===== src/rtl/spi_seq_pkg.sv =====
// spi_seq_pkg: state encoding, CONFIG/STATE register fields and command codes
// shared by the SPI transaction sequencer files.
`default_nettype none

package spi_seq_pkg;

  typedef enum logic [3:0] {
    ST_IDLE     = 4'd0,
    ST_CFG      = 4'd1,
    ST_LOAD     = 4'd2,
    ST_START    = 4'd3,
    ST_POLL_RD  = 4'd4,
    ST_POLL_CHK = 4'd5,
    ST_RX_RD    = 4'd6,
    ST_RX_CAP   = 4'd7,
    ST_DONE     = 4'd8,
    ST_ABORT    = 4'd9
  } state_t;

  localparam int CFG_MODE_LSB  = 0;
  localparam int CFG_SLAVE_LSB = 2;

  localparam int STAT_BUSY    = 0;
  localparam int STAT_RX_DONE = 1;

  localparam logic [7:0] CMD_START_VAL = 8'h01;

  function automatic logic [7:0] cfg_byte(input logic [1:0] slave, input logic [1:0] mode);
    logic [7:0] b;
    b = 8'h00;
    b[CFG_SLAVE_LSB +: 2] = slave;
    b[CFG_MODE_LSB +: 2]  = mode;
    return b;
  endfunction

  function automatic logic status_ready(input logic [7:0] status);
    return !status[STAT_BUSY] && status[STAT_RX_DONE];
  endfunction

endpackage

`default_nettype wire


===== src/rtl/spi_seq_wdog.sv =====
// spi_seq_wdog: counts unsuccessful status polls of one byte and flags the
// poll that reaches TIMEOUT_CYCLES.
`default_nettype none

module spi_seq_wdog #(
  parameter int unsigned TIMEOUT_CYCLES = 1024
) (
  input  logic clk,
  input  logic rst,
  input  logic clr,
  input  logic inc,
  output logic expired
);

  localparam int unsigned CNT_W = $clog2(TIMEOUT_CYCLES + 1);
  localparam logic [CNT_W-1:0] LIMIT = CNT_W'(TIMEOUT_CYCLES - 1);

  logic [CNT_W-1:0] count;

  always_ff @(posedge clk) begin
    if (rst || clr) begin
      count <= '0;
    end else if (inc) begin
      count <= count + 1'b1;
    end
  end

  // Fires on the poll that would bring the count up to TIMEOUT_CYCLES.
  assign expired = inc && (count == LIMIT);

endmodule

`default_nettype wire


===== src/rtl/spi_txn_sequencer.sv =====
// spi_txn_sequencer: drives an SPI master register port through config, per-byte
// load/start/poll/read. Optional poll watchdog enabled by SPI_SEQ_WDOG_EN.
`default_nettype none

module spi_txn_sequencer
  import spi_seq_pkg::*;
#(
  parameter int unsigned TIMEOUT_CYCLES = 1024,
  parameter logic [7:0]  CMD_START      = 8'h01
) (
  input  logic       clk,
  input  logic       rst,
  input  logic       req_valid,
  output logic       req_ready,
  input  logic [1:0] req_slave,
  input  logic [1:0] req_mode,
  input  logic [3:0] req_len,
  input  logic       tx_valid,
  output logic       tx_ready,
  input  logic [7:0] tx_data,
  output logic       rx_valid,
  output logic [7:0] rx_data,
  output logic       done,
  output logic       err,
  output logic       WR0,
  output logic       WR1,
  output logic       WR2,
  output logic       WR3,
  output logic       DR0,
  output logic       DR1,
  output logic       DR2,
  output logic       DR3,
  output logic [7:0] PWDATA,
  input  logic [7:0] PRDATA
);

  state_t     state;
  state_t     state_nxt;
  logic [1:0] slave_q;
  logic [1:0] mode_q;
  logic [3:0] rem_q;
  logic [7:0] rx_data_q;
  logic       wdog_expired;

  if (TIMEOUT_CYCLES < 1) begin : g_bad_timeout
    $error("spi_txn_sequencer: TIMEOUT_CYCLES must be at least 1");
  end

`ifdef SPI_SEQ_WDOG_EN
  spi_seq_wdog #(
    .TIMEOUT_CYCLES(TIMEOUT_CYCLES)
  ) u_wdog (
    .clk    (clk),
    .rst    (rst),
    .clr    (state == ST_START),
    .inc    ((state == ST_POLL_CHK) && !status_ready(PRDATA)),
    .expired(wdog_expired)
  );
`else
  assign wdog_expired = 1'b0;
`endif

  always_ff @(posedge clk) begin
    if (rst) begin
      state     <= ST_IDLE;
      slave_q   <= 2'd0;
      mode_q    <= 2'd0;
      rem_q     <= 4'd0;
      rx_data_q <= 8'h00;
    end else begin
      state <= state_nxt;
      if (state == ST_IDLE && req_valid) begin
        slave_q <= req_slave;
        mode_q  <= req_mode;
        rem_q   <= req_len;
      end
      if (state == ST_RX_CAP) begin
        rx_data_q <= PRDATA;
        if (rem_q != 4'd0) begin
          rem_q <= rem_q - 4'd1;
        end
      end
    end
  end

  // Captured byte is presented combinationally in RX_CAP and held afterwards.
  assign rx_data = (state == ST_RX_CAP) ? PRDATA : rx_data_q;

  always_comb begin
    state_nxt = state;
    req_ready = 1'b0;
    tx_ready  = 1'b0;
    rx_valid  = 1'b0;
    done      = 1'b0;
    err       = 1'b0;
    WR0       = 1'b0;
    WR1       = 1'b0;
    WR2       = 1'b0;
    WR3       = 1'b0;
    DR0       = 1'b0;
    DR1       = 1'b0;
    DR2       = 1'b0;
    DR3       = 1'b0;
    PWDATA    = 8'h00;
    case (state)
      ST_IDLE: begin
        req_ready = 1'b1;
        if (req_valid) state_nxt = ST_CFG;
      end
      ST_CFG: begin
        WR0       = 1'b1;
        PWDATA    = cfg_byte(slave_q, mode_q);
        state_nxt = ST_LOAD;
      end
      ST_LOAD: begin
        tx_ready = 1'b1;
        if (tx_valid) begin
          WR1       = 1'b1;
          PWDATA    = tx_data;
          state_nxt = ST_START;
        end
      end
      ST_START: begin
        WR3       = 1'b1;
        PWDATA    = CMD_START;
        state_nxt = ST_POLL_RD;
      end
      ST_POLL_RD: begin
        DR0       = 1'b1;
        state_nxt = ST_POLL_CHK;
      end
      ST_POLL_CHK: begin
        if (status_ready(PRDATA)) begin
          state_nxt = ST_RX_RD;
        end else if (wdog_expired) begin
          state_nxt = ST_ABORT;
        end else begin
          state_nxt = ST_POLL_RD;
        end
      end
      ST_RX_RD: begin
        DR1       = 1'b1;
        state_nxt = ST_RX_CAP;
      end
      ST_RX_CAP: begin
        rx_valid  = 1'b1;
        state_nxt = (rem_q != 4'd0) ? ST_LOAD : ST_DONE;
      end
      ST_DONE: begin
        done      = 1'b1;
        state_nxt = ST_IDLE;
      end
      ST_ABORT: begin
`ifdef SPI_SEQ_WDOG_EN
        err = 1'b1;
`endif
        state_nxt = ST_IDLE;
      end
      default: state_nxt = ST_IDLE;
    endcase
  end

endmodule

`default_nettype wire


===== config.mk =====
export PLATFORM = sky130hd
export DESIGN_NAME = spi_txn_sequencer
export DESIGN_NICKNAME = d
export VERILOG_FILES = /design/src/rtl/spi_seq_pkg.sv /design/src/rtl/spi_seq_wdog.sv /design/src/rtl/spi_txn_sequencer.sv
export SDC_FILE = /design/constraint.sdc
export NUM_CORES = 1
export LEC_CHECK = 0
export ABC_CLOCK_PERIOD_IN_PS = 3730
export CAP_MARGIN = 20
export CORE_MARGIN = 2
export CORE_UTILIZATION = 35
export DETAILED_ROUTE_END_ITERATION = 12
export PLACE_DENSITY_LB_ADDON = 0.12
export SLEW_MARGIN = 20
export SYNTH_ARGS = -nofsm -noshare
export SYNTH_HDL_FRONTEND = slang
export SYNTH_HIERARCHICAL = 1
export SYNTH_SLANG_ARGS = --single-unit
export TNS_END_PERCENT = 30

===== constraint.sdc =====
create_clock -name clk -period 3.73 [get_ports clk]
set_input_delay 0.746 -clock clk [delete_from_list [all_inputs] [get_ports clk]]
set_output_delay 0.746 -clock clk [all_outputs]
set_load 0.02 [all_outputs]

# [After elaboration in Yosys (flattened, before gate mapping)]
# Cells that the tools add are included.
[word_totals] word_cells=43 output_inout_bits=29 regBits=20
[classes] n_addsub=1 n_eq_ne=10 n_reduce_logical=6 mux=21
[op_table] op="$pmux W4 S8" n=1
[op_table] op="$mux W4" n=6
[op_table] op="$pmux W8 S3" n=1
[op_table] op="$eq A4 B3 Y1 const B" n=4
[op_table] op="$mux W8" n=2
[op_table] op="$mux W1" n=10
[op_table] op="$eq A4 B2 Y1 const B" n=2
[op_table] op="$eq A4 B1 Y1 const B" n=1
[op_table] op="$eq A4 B4 Y1 const B" n=1
[op_table] op="$logic_not A4 Y1" n=1
[op_table] op="$ne A2 B2 Y1 const B" n=2
[op_table] op="$reduce_bool A4 Y1" n=1
[op_table] op="$sub A4 B1 Y4 const B" n=1
[op_table] op="$logic_and A1 B1 Y1" n=2
[op_table] op="$mux W2" n=1
[op_table] op="$reduce_and A2 Y1" n=1
[op_table] op="$logic_not A1 Y1" n=1

# [Depth between registers and ports, before layout]
# Gate-level depths: netlist (run 1).
[depth] ltp_word=5 ltp_mapped=7

# [Least setup slack after synthesis (run 1)]
# No wires, ideal clock.
[synth_path] path_kind="input-to-output" start="input tx_valid" end="output PWDATA[1]" path_buffers=0 arrival_time_ns=1.367 setup_slack_ns=1.617 cell_stages=4 t_required_ns=2.984 path_cell_list="nand2_1 nor3b_1 a21oi_1 nor2_1"
[synth_via] elab_chain_len=2
[synth_rtl] item="from (decl)" line_no="spi_txn_sequencer.sv:18" source="input logic tx_valid,"
[synth_rtl] item="$mux W8" line_no="spi_txn_sequencer.sv:117" source="if (tx_valid) begin"
[synth_rtl] item="$pmux W8 S3" line_no="spi_txn_sequencer.sv:105" source="case (state)"
[synth_rtl] item="to (decl)" line_no="spi_txn_sequencer.sv:33" source="output logic [7:0] PWDATA,"
# Every way passes these cells.

# [Final worst setup path (run 1)]
# Same ends and word-level chain as after synthesis.

==> results.yml, run 1 <==
logic_synthesis:
  synthCells: 144
  yosys-top-cells-area: "dfxtp_1, nand2_1, nor2b_1"
  synth-async-reset-ratio: 0
  synth_area_mm2: 0.00107
  yosysSeqAreaShare: 0.376
  synth_cell_types: 35
  synth_top_cell_area_share: 0.376
  ys_seq_elements: 20
  avgSynthCellArea_um2: 7.40
  synth_edf_count: 0
  yosys.area.top_type: "dfxtp_1"
  synthFlopType: "dfxtp_1"
  yosys_warnings: 6
clock_network:
  post_cts_buffers: 0
  clk_path_buf_depth: 2
  cts-htree-levels: 1
  clock_latency_ps: 310
  hold_buffers: 0
  cts_tree: "built"
  numClockSinks: 20
  root_buffer: "clkbuf_4"
  clk_pin_slew_ps: 100
  numCtsBuffers: 3
  cts_resized: 0
drt:
  vias_per_cell: 4.88
  dr_total_vias: 1088
  ant_nets: 0
  drtIter0Drc: 30
  totalWireLength_um: 2710
  drc: 0
  avgRoutedWirePerCell_um: 12.1
  first_pass_iters: 4
cells_and_area:
  drive_gt1_frac: 0.0368
  fillCellCount: 301
  syn2layout_area_growth_pct: 50.1
  antenna_cells: 0
  nNetsFinal: 221
setup_path:
  cp_top_family: "buffers and inverters"
  slowest_delay_ps: 610
  crit_path_max_fanout: 4
  crit_path_cell_trace: "clkdlybuf4s50_1 > nand2_1 > nor3b_1 > a21oi_1 > nor2_1 > clkdlybuf4s50_1"
  worstPathArrival_ps: 2400
  crit_top_cell: "clkdlybuf4s50_1"
  crit_type: "in2out"
  cp_num_buf_inv: 2
  endpoint_kind: "primary output"
  required_ps: 2980
  slowest_stage: "clkdlybuf4s50_1"
  startpoint_type: "primary input"
floorplan:
  io_pins: 57
  initial_core_util: 0.358
  dieArea_mm2: 0.00350
  num_rows: 20
  die_height_um: 59.2
  core_mm2: 0.00298
  die_w_um: 59.2
power:
  leakagePower_nw: 0.629
  power_density_mw_per_mm2: 286
  ir_worst_vdd_v: 0.000149
timing:
  finalSetupViolCount: 0
  fmax_ghz: 0.318
  hold_violations: 0
  slew_violations: 0
  tns_ps: 0
  slew-limit-headroom: 0.519
  period_needed_ps: 3140
  fin_skew_ps: 10.4
  min_period_over_period: 0.843
  tightest_slew_ps: 719
  rsz0062_at_grt: "no"
  hold_slack_ps: 464
global_route:
  grt_max_degree: 22
  met2_usage: 0.279
  use_met3: 0.0459
  grt_util_met1: 0.195
  grt_pass1_vias: 1006
  overflow: 0
  busiest_layer: "met2"
  grt_usage: 0.169
  antenna_found_initial: 0
  grt_first_pass_wirelength_um: 4460
place:
  io_buffers: 52
  hpwl_um: 2090
  gp_congestion: 0.699
outcome:
  status: "finished, final reports clean"
job:
  drv_cap: 0
hold_path:
  hold_class: "reg2reg"
## synth_stat cells, drive strengths merged (2+ instances only)
cell    count
clkbuf      7
or2         2
a221oi      2
nand2      35
nand2b      4
a21oi      11
nand3       2
dfxtp      20
nand4b      2
buf         6
nor2b       9
or4         2
and2        6
o21ai       3
nor3b       3
nor2        8
a211oi      2
nor4        2
inv         5
## layout make-up
class                   count  area [um2]  share of cell area
inverters                   5        18.8              0.0117
well taps                  33        41.3              0.0258
clock buffers               3        22.5              0.0141
repair buffers             53         528               0.330
multi-input cells         109         589               0.368
flip-flops and latches     20         400               0.250
## flip-flops by register name, indices dropped and copies added (netlist names)
signal / flops
state: 4
mode_q: 2
slave_q: 2
rem_q: 4
rx_data_q: 8
## worst reg2reg max path: cells and delay by family (launching register included)
kind,cells,cell delay [ps]
buf+inv,1,200
flops,1,580
simple gates,4,1100
## metal layers
metal | up-vias | part of all wire
met3 | 5 | 0.073
met2 | 41 | 0.47
met4 | 0 | 0.021
met1 | 478 | 0.43
met5 | - | 0
li1 | 564 | -
## cells by family (layout without fill, tap and decap cells)
family	Yosys count	after routing	synth area share
flip-flops	20	20	0.376
AO/OA/AOI/OAI	23	23	0.131
other	1	4	0.00352
adder cells (fa/ha/maj)	1	1	0.0117
AND/OR/NAND/NOR	79	79	0.379
buffers and inverters	18	61	0.0822
XOR/XNOR	2	2	0.0164
## power by group
| group | leakage (nW) | internal (W) | switching (W) |
|---|---|---|---|
| Sequential | 0.163 | 0.000223 | 0.0000135 |
| Combinational | 0.453 | 0.0000621 | 0.0000546 |
| Clock | 0.0138 | 0.0000378 | 0.0000658 |
| Total | 0.629 | 0.000323 | 0.000134 |
## final timing paths
check	startpoint	endpoint	slack, ps	cells after the start
worst max-delay path	tx_valid	PWDATA[1]	590	6
worst min-delay path	mode_q[0]$_SDFFE_PP0N_	mode_q[0]$_SDFFE_PP0N_	460	2
worst max register to register	state[1]$_SDFFE_PP0P_	rem_q[3]$_SDFF_PP0_	1800	5
worst min register to register	mode_q[0]$_SDFFE_PP0N_	mode_q[0]$_SDFFE_PP0N_	460	2
## layout by cell type (no fill, tap or decap), drive strengths merged, types with 2 or more instances in the layout
master and instances:
nand3 2, o21ai 3, dfxtp 20, nor2 8, clkbuf 3, inv 5
or2 2, nand2b 4, and2 6, a211oi 2, a221oi 2, nor3b 3
nand2 35, nor2b 9, conb 4, or4 2, nor4 2, a21oi 11
nand4b 2, clkdlybuf4s50 52
## stage by stage
stage / area [um2] / utilization / worst slack [ps] / total power (W) / std cells
finish: 1600 / 0.537 / 587 / 0.000457 / 223
floorplan: 1080 / - / 1620 / 0.000304 / 147
detailed placement: 1580 / 0.530 / 571 / 0.000359 / 220
CTS: 1600 / 0.537 / 560 / 0.000461 / 223
global placement: 1580 / 0.530 / 664 / 0.000355 / 220
global route: 1600 / 0.537 / 445 / 0.000481 / 223
(Power assumes the default switching activity.)
==> run 2: changes to the inputs <==
ABC_CLOCK_PERIOD_IN_PS = 2850   (was 3730)
clock period = 2.85 ns   (was 3.73 ns; I/O delays follow)
==> results.yml, run 2 (synthesis results as in run 1) <==
floorplan:
  die_w_um: 59.2
  num_rows: 20
  initial_core_util: 0.358
  die_height_um: 59.2
  core_mm2: 0.00298
  dieArea_mm2: 0.00350
  io_pins: 57
setup_path:
  crit_path_cell_trace: "clkdlybuf4s50_1 > nand2_1 > nor3b_1 > a21oi_1 > nor2_1 > clkdlybuf4s50_1"
  slowest_stage: "clkdlybuf4s50_1"
  crit_type: "in2out"
  regToRegStartpoint: "state[2]$_SDFFE_PP0P_"
  reg2reg_slack_ps: 930
  startpoint_type: "primary input"
  crit_top_cell: "clkdlybuf4s50_1"
  crit_path_max_fanout: 4
  required_ps: 2280
  endpoint_kind: "primary output"
  worstPathArrival_ps: 2180
  slowest_delay_ps: 600
  r2r_end: "rem_q[3]$_SDFF_PP0_"
  r2r_cells: 5
cells_and_area:
  fillCellCount: 296
  antenna_cells: 0
  nNetsFinal: 222
  syn2layout_area_growth_pct: 53.9
  reg_top3: "rx_data_q (8), rem_q (4), state (4)"
  regArea_um2: 403
  largest_reg_flops: 8
  multi_input_area_um2: 589
  drive_gt1_frac: 0.0573
  layout_common_cells: "clkdlybuf4s50_1, nand2_1, dfxtp_1"
  final_common_cell: "clkdlybuf4s50_1"
  regMostFlops: "rx_data_q"
global_route:
  antenna_found_initial: 0
  grt_first_pass_wirelength_um: 4560
  grt_usage: 0.169
  grt_max_degree: 14
  grt_pass1_vias: 1063
  overflow: 0
power:
  leakagePower_nw: 0.649
  finalPower_w: 0.000693
  power_density_mw_per_mm2: 422
  ir_worst_vdd_v: 0.000268
clock_network:
  numClockSinks: 20
  numCtsBuffers: 3
  clk_pin_slew_ps: 120
  clock_latency_ps: 300
  cts-htree-levels: 1
  clk_path_buf_depth: 2
  cts_tree: "built"
  root_buffer: "clkbuf_4"
timing:
  slew_violations: 0
  fin_skew_ps: 13.7
  fin_ws_ps: 98.8
  hold_violations: 0
  min_period_over_period: 0.965
  finalSetupViolCount: 0
  fmax_ghz: 0.363
  tns_ps: 0
  rsz0062_at_grt: "no"
  period_needed_ps: 2750
place:
  gp_congestion: 0.715
  io_buffers: 52
  dp_slack_ps: 100
  hpwl_um: 2110
drt:
  drtIter0Drc: 20
  avgRoutedWirePerCell_um: 12.1
  drc: 0
  vias_per_cell: 4.93
  totalWireLength_um: 2710
  dr_total_vias: 1110
  ant_nets: 0
  first_pass_iters: 4
hold_path:
  whs_path_depth: 2
  hold_path_startpoint: "mode_q[0]$_SDFFE_PP0N_"
  hold_class: "reg2reg"
  worstHoldEndpoint: "mode_q[0]$_SDFFE_PP0N_"
job:
  drv_cap: 0
outcome:
  status: "finished, final reports clean"
==> run 2: changes by cell type in the layout (fill, tap and decap cells not counted), sizes merged <==
cell / delta
buf: +1
bufinv: +1
==> run 2: layout make-up <==
type | count | share of cell area
Multi-Input combinational cell | 109 | 0.359
Timing Repair Buffer | 54 | 0.326
Clock buffer | 3 | 0.0137
Sequential cell | 20 | 0.246
Clock inverter | 1 | 0.0183
Tap cell | 33 | 0.0252
Inverter | 5 | 0.0114
==> run 2: repair_timing <==
action / in CTS / in global routing
gates resized for setup: 0 / 2
setup endpoints to repair: 0 / 8
hold buffers: 0 / 0
buffers inserted: 0 / 0
==> run 2: how the worst max path moves through the flow <==
stage	from	endpoint	slack, ps
6_report	tx_valid	PWDATA[1]	100
5_1_grt	tx_valid	PWDATA[3]	8
4_1_cts	tx_valid	PWDATA[1]	90
3_5_place_dp	tx_valid	PWDATA[1]	100
3_3_place_gp	tx_valid	PWDATA[3]	140
2_1_floorplan	state[1]$_SDFFE_PP0P_	PWDATA[4]	920
==> run 2: layer usage <==
layer / vias up / share of wire / GRT usage
li1: 568 / - / -
met1: 500 / 0.44 / 0.206
met2: 40 / 0.49 / 0.290
met3: 2 / 0.062 / 0.0393
met4: 0 / 0.0063 / 0.0584
met5: - / 0 / 0
==> run 2: worst max-delay path: cells and delay by family <==
family | cells | cell delay, ps
buf+inv | 2 | 1100
simple gates | 3 | 450
compound gates | 1 | 60
==> run 2: per-stage QoR <==
| step | hold WS (ps) | cells | utilization | instance area, um2 |
|---|---|---|---|---|
| 2_1_floorplan | 433 | 147 | - | 1080 |
| 3_3_place_gp | 442 | 221 | 0.532 | 1590 |
| 3_5_place_dp | 447 | 221 | 0.532 | 1590 |
| 4_1_cts | 465 | 225 | 0.550 | 1640 |
| 5_1_grt | 488 | 225 | 0.551 | 1640 |
| 6_report | 462 | 225 | 0.551 | 1640 |
==> run 2: report_power, final <==
part / switching (W) / internal, W
combinational: 0.0000713 / 0.0000822
clock: 0.0000871 / 0.000142
sequential: 0.0000173 / 0.000293
total: 0.000176 / 0.000517
==> run 3: changes to the inputs <==
GPL_TIMING_DRIVEN = 0   (was not set)
HOLD_SLACK_MARGIN = 0.06   (was not set)
==> results.yml, run 3 (synthesis results as in run 1) <==
place:
  hpwl_um: 2130
  io_buffers: 52
  gp_congestion: 0.764
  dp_slack_ps: 76.3
hold_path:
  hold_path_startpoint: "mode_q[0]$_SDFFE_PP0N_"
  hold_class: "reg2reg"
timing:
  hold_slack_ps: 459
  finalSetupViolCount: 0
  min_period_over_period: 0.970
  fmax_ghz: 0.362
  fin_skew_ps: 7.88
  period_needed_ps: 2760
  hold_violations: 0
  slew_violations: 0
  rsz0062_at_grt: "yes"
  fin_ws_ps: 86.8
drt:
  first_pass_iters: 4
  dr_total_vias: 1166
  dr_wl_met2_um: 1300
  m1WireLength_um: 1170
  routed-wl-met3_um: 222
  vias_per_cell: 4.96
  totalWireLength_um: 2730
  highest_layer: "met4"
  drtIter0Drc: 37
  drc: 0
  avgRoutedWirePerCell_um: 11.6
  ant_nets: 0
floorplan:
  initial_core_util: 0.358
  io_pins: 57
  core_mm2: 0.00298
  dieArea_mm2: 0.00350
  die_height_um: 59.2
  die_w_um: 59.2
  num_rows: 20
clock_network:
  numCtsBuffers: 3
  cts-htree-levels: 1
  clock_latency_ps: 300
  clk_pin_slew_ps: 110
  hold_buffers: 0
  numClockSinks: 20
  clk_path_buf_depth: 2
  post_cts_buffers: 0
  cts_tree: "built"
  cts_resized: 0
  root_buffer: "clkbuf_4"
cells_and_area:
  drive_gt1_frac: 0.0743
  nNetsFinal: 232
  regMostFlops: "rx_data_q"
  final_common_cell: "clkdlybuf4s50_1"
  reg_top3: "rx_data_q (8), rem_q (4), state (4)"
  syn2layout_area_growth_pct: 57.3
  antenna_cells: 0
  largest_reg_flops: 8
  layout_common_cells: "clkdlybuf4s50_1, nand2_1, dfxtp_1"
power:
  p_sw_frac: 0.280
  combPwrFrac: 0.267
  finalPower_w: 0.000638
  seq_power_share: 0.473
  ir_worst_vdd_v: 0.000216
  internal_power_w: 0.000459
  leakagePower_nw: 0.696
  power_density_mw_per_mm2: 381
  power.switching_w: 0.000179
  clockPowerShare: 0.260
setup_path:
  cp_top_family: "buffers and inverters"
  endpoint_kind: "primary output"
  critPathLaunch: "tx_valid"
  worstPathArrival_ps: 2190
  crit_path_cell_trace: "clkdlybuf4s50_1 > nand2_1 > nor3b_1 > a21oi_1 > nor2_1 > clkdlybuf4s50_1"
  regToRegStartpoint: "state[3]$_SDFFE_PP0P_"
  startpoint_type: "primary input"
  slowest_delay_ps: 600
  crit_type: "in2out"
  slowest_stage: "clkdlybuf4s50_1"
  required_ps: 2280
  crit_path_max_fanout: 4
  crit_top_cell: "clkdlybuf4s50_1"
  cp_num_buf_inv: 2
global_route:
  antenna_found_initial: 0
  grt_first_pass_wirelength_um: 4300
  grt_pass1_vias: 1005
  grt_usage: 0.160
  overflow: 0
  grt_max_degree: 12
job:
  drv_cap: 0
outcome:
  status: "finished, final reports clean"
[run 3: cell types whose count changed in the layout (fill, tap and decap cells not counted), sizes merged]
cell and change:
clkbuf +7, bufinv -1, dlymetal6s2s +1, clkdlybuf4s50 -1, buf +4
[run 3: path summary, 6_finish.rpt]
path	slack (ps)	depth (start not counted)	to
max reg2reg	1220	4	rem_q[3]$_SDFF_PP0_
max	90	6	PWDATA[3]
min	460	2	mode_q[0]$_SDFFE_PP0N_
min reg2reg	460	2	mode_q[0]$_SDFFE_PP0N_
[run 3: cell type report]
class | count | area (um2)
well taps | 33 | 41.3
multi-input cells | 109 | 589
fillers | 285 | 1300
plain buffers | 12 | 67.6
inverters | 5 | 18.8
clock buffers | 4 | 36.3
flip-flops and latches | 20 | 400
repair buffers | 52 | 523
[run 3: per-layer routing]
metal / up-vias / global-route usage
li1: 584 / -
met2: 55 / 0.275
met3: 5 / 0.0328
met1: 522 / 0.191
met5: - / 0
met4: 0 / 0.0682
[run 3: stage by stage]
step           cells  setup TNS [ps]  utilization  cell area, um2
3_3_place_gp     232               0        0.550            1640
5_1_grt          235            -114        0.563            1680
6_report         235               0        0.563            1680
3_5_place_dp     232               0        0.550            1640
2_1_floorplan    147               0            -            1080
4_1_cts          236               0        0.563            1680
[run 3: worst register-to-register path: stages, from the launching register on]
cell      delay, ps
dfxtp_1         380
nand4b_1        240
or4_1           450
or4_1           410
nand3_1          90
[run 3: power groups by stage]
| stage | registers [W] | clock network (W) | logic [W] |
|---|---|---|---|
| floorplan | 0.000306 | 0 | 0.0000922 |
| global placement | 0.000308 | 0 | 0.000167 |
| finish | 0.000302 | 0.000166 | 0.000170 |
| global route | 0.000304 | 0.000181 | 0.000185 |
| detailed placement | 0.000308 | 0 | 0.000170 |
| CTS | 0.000302 | 0.000167 | 0.000171 |
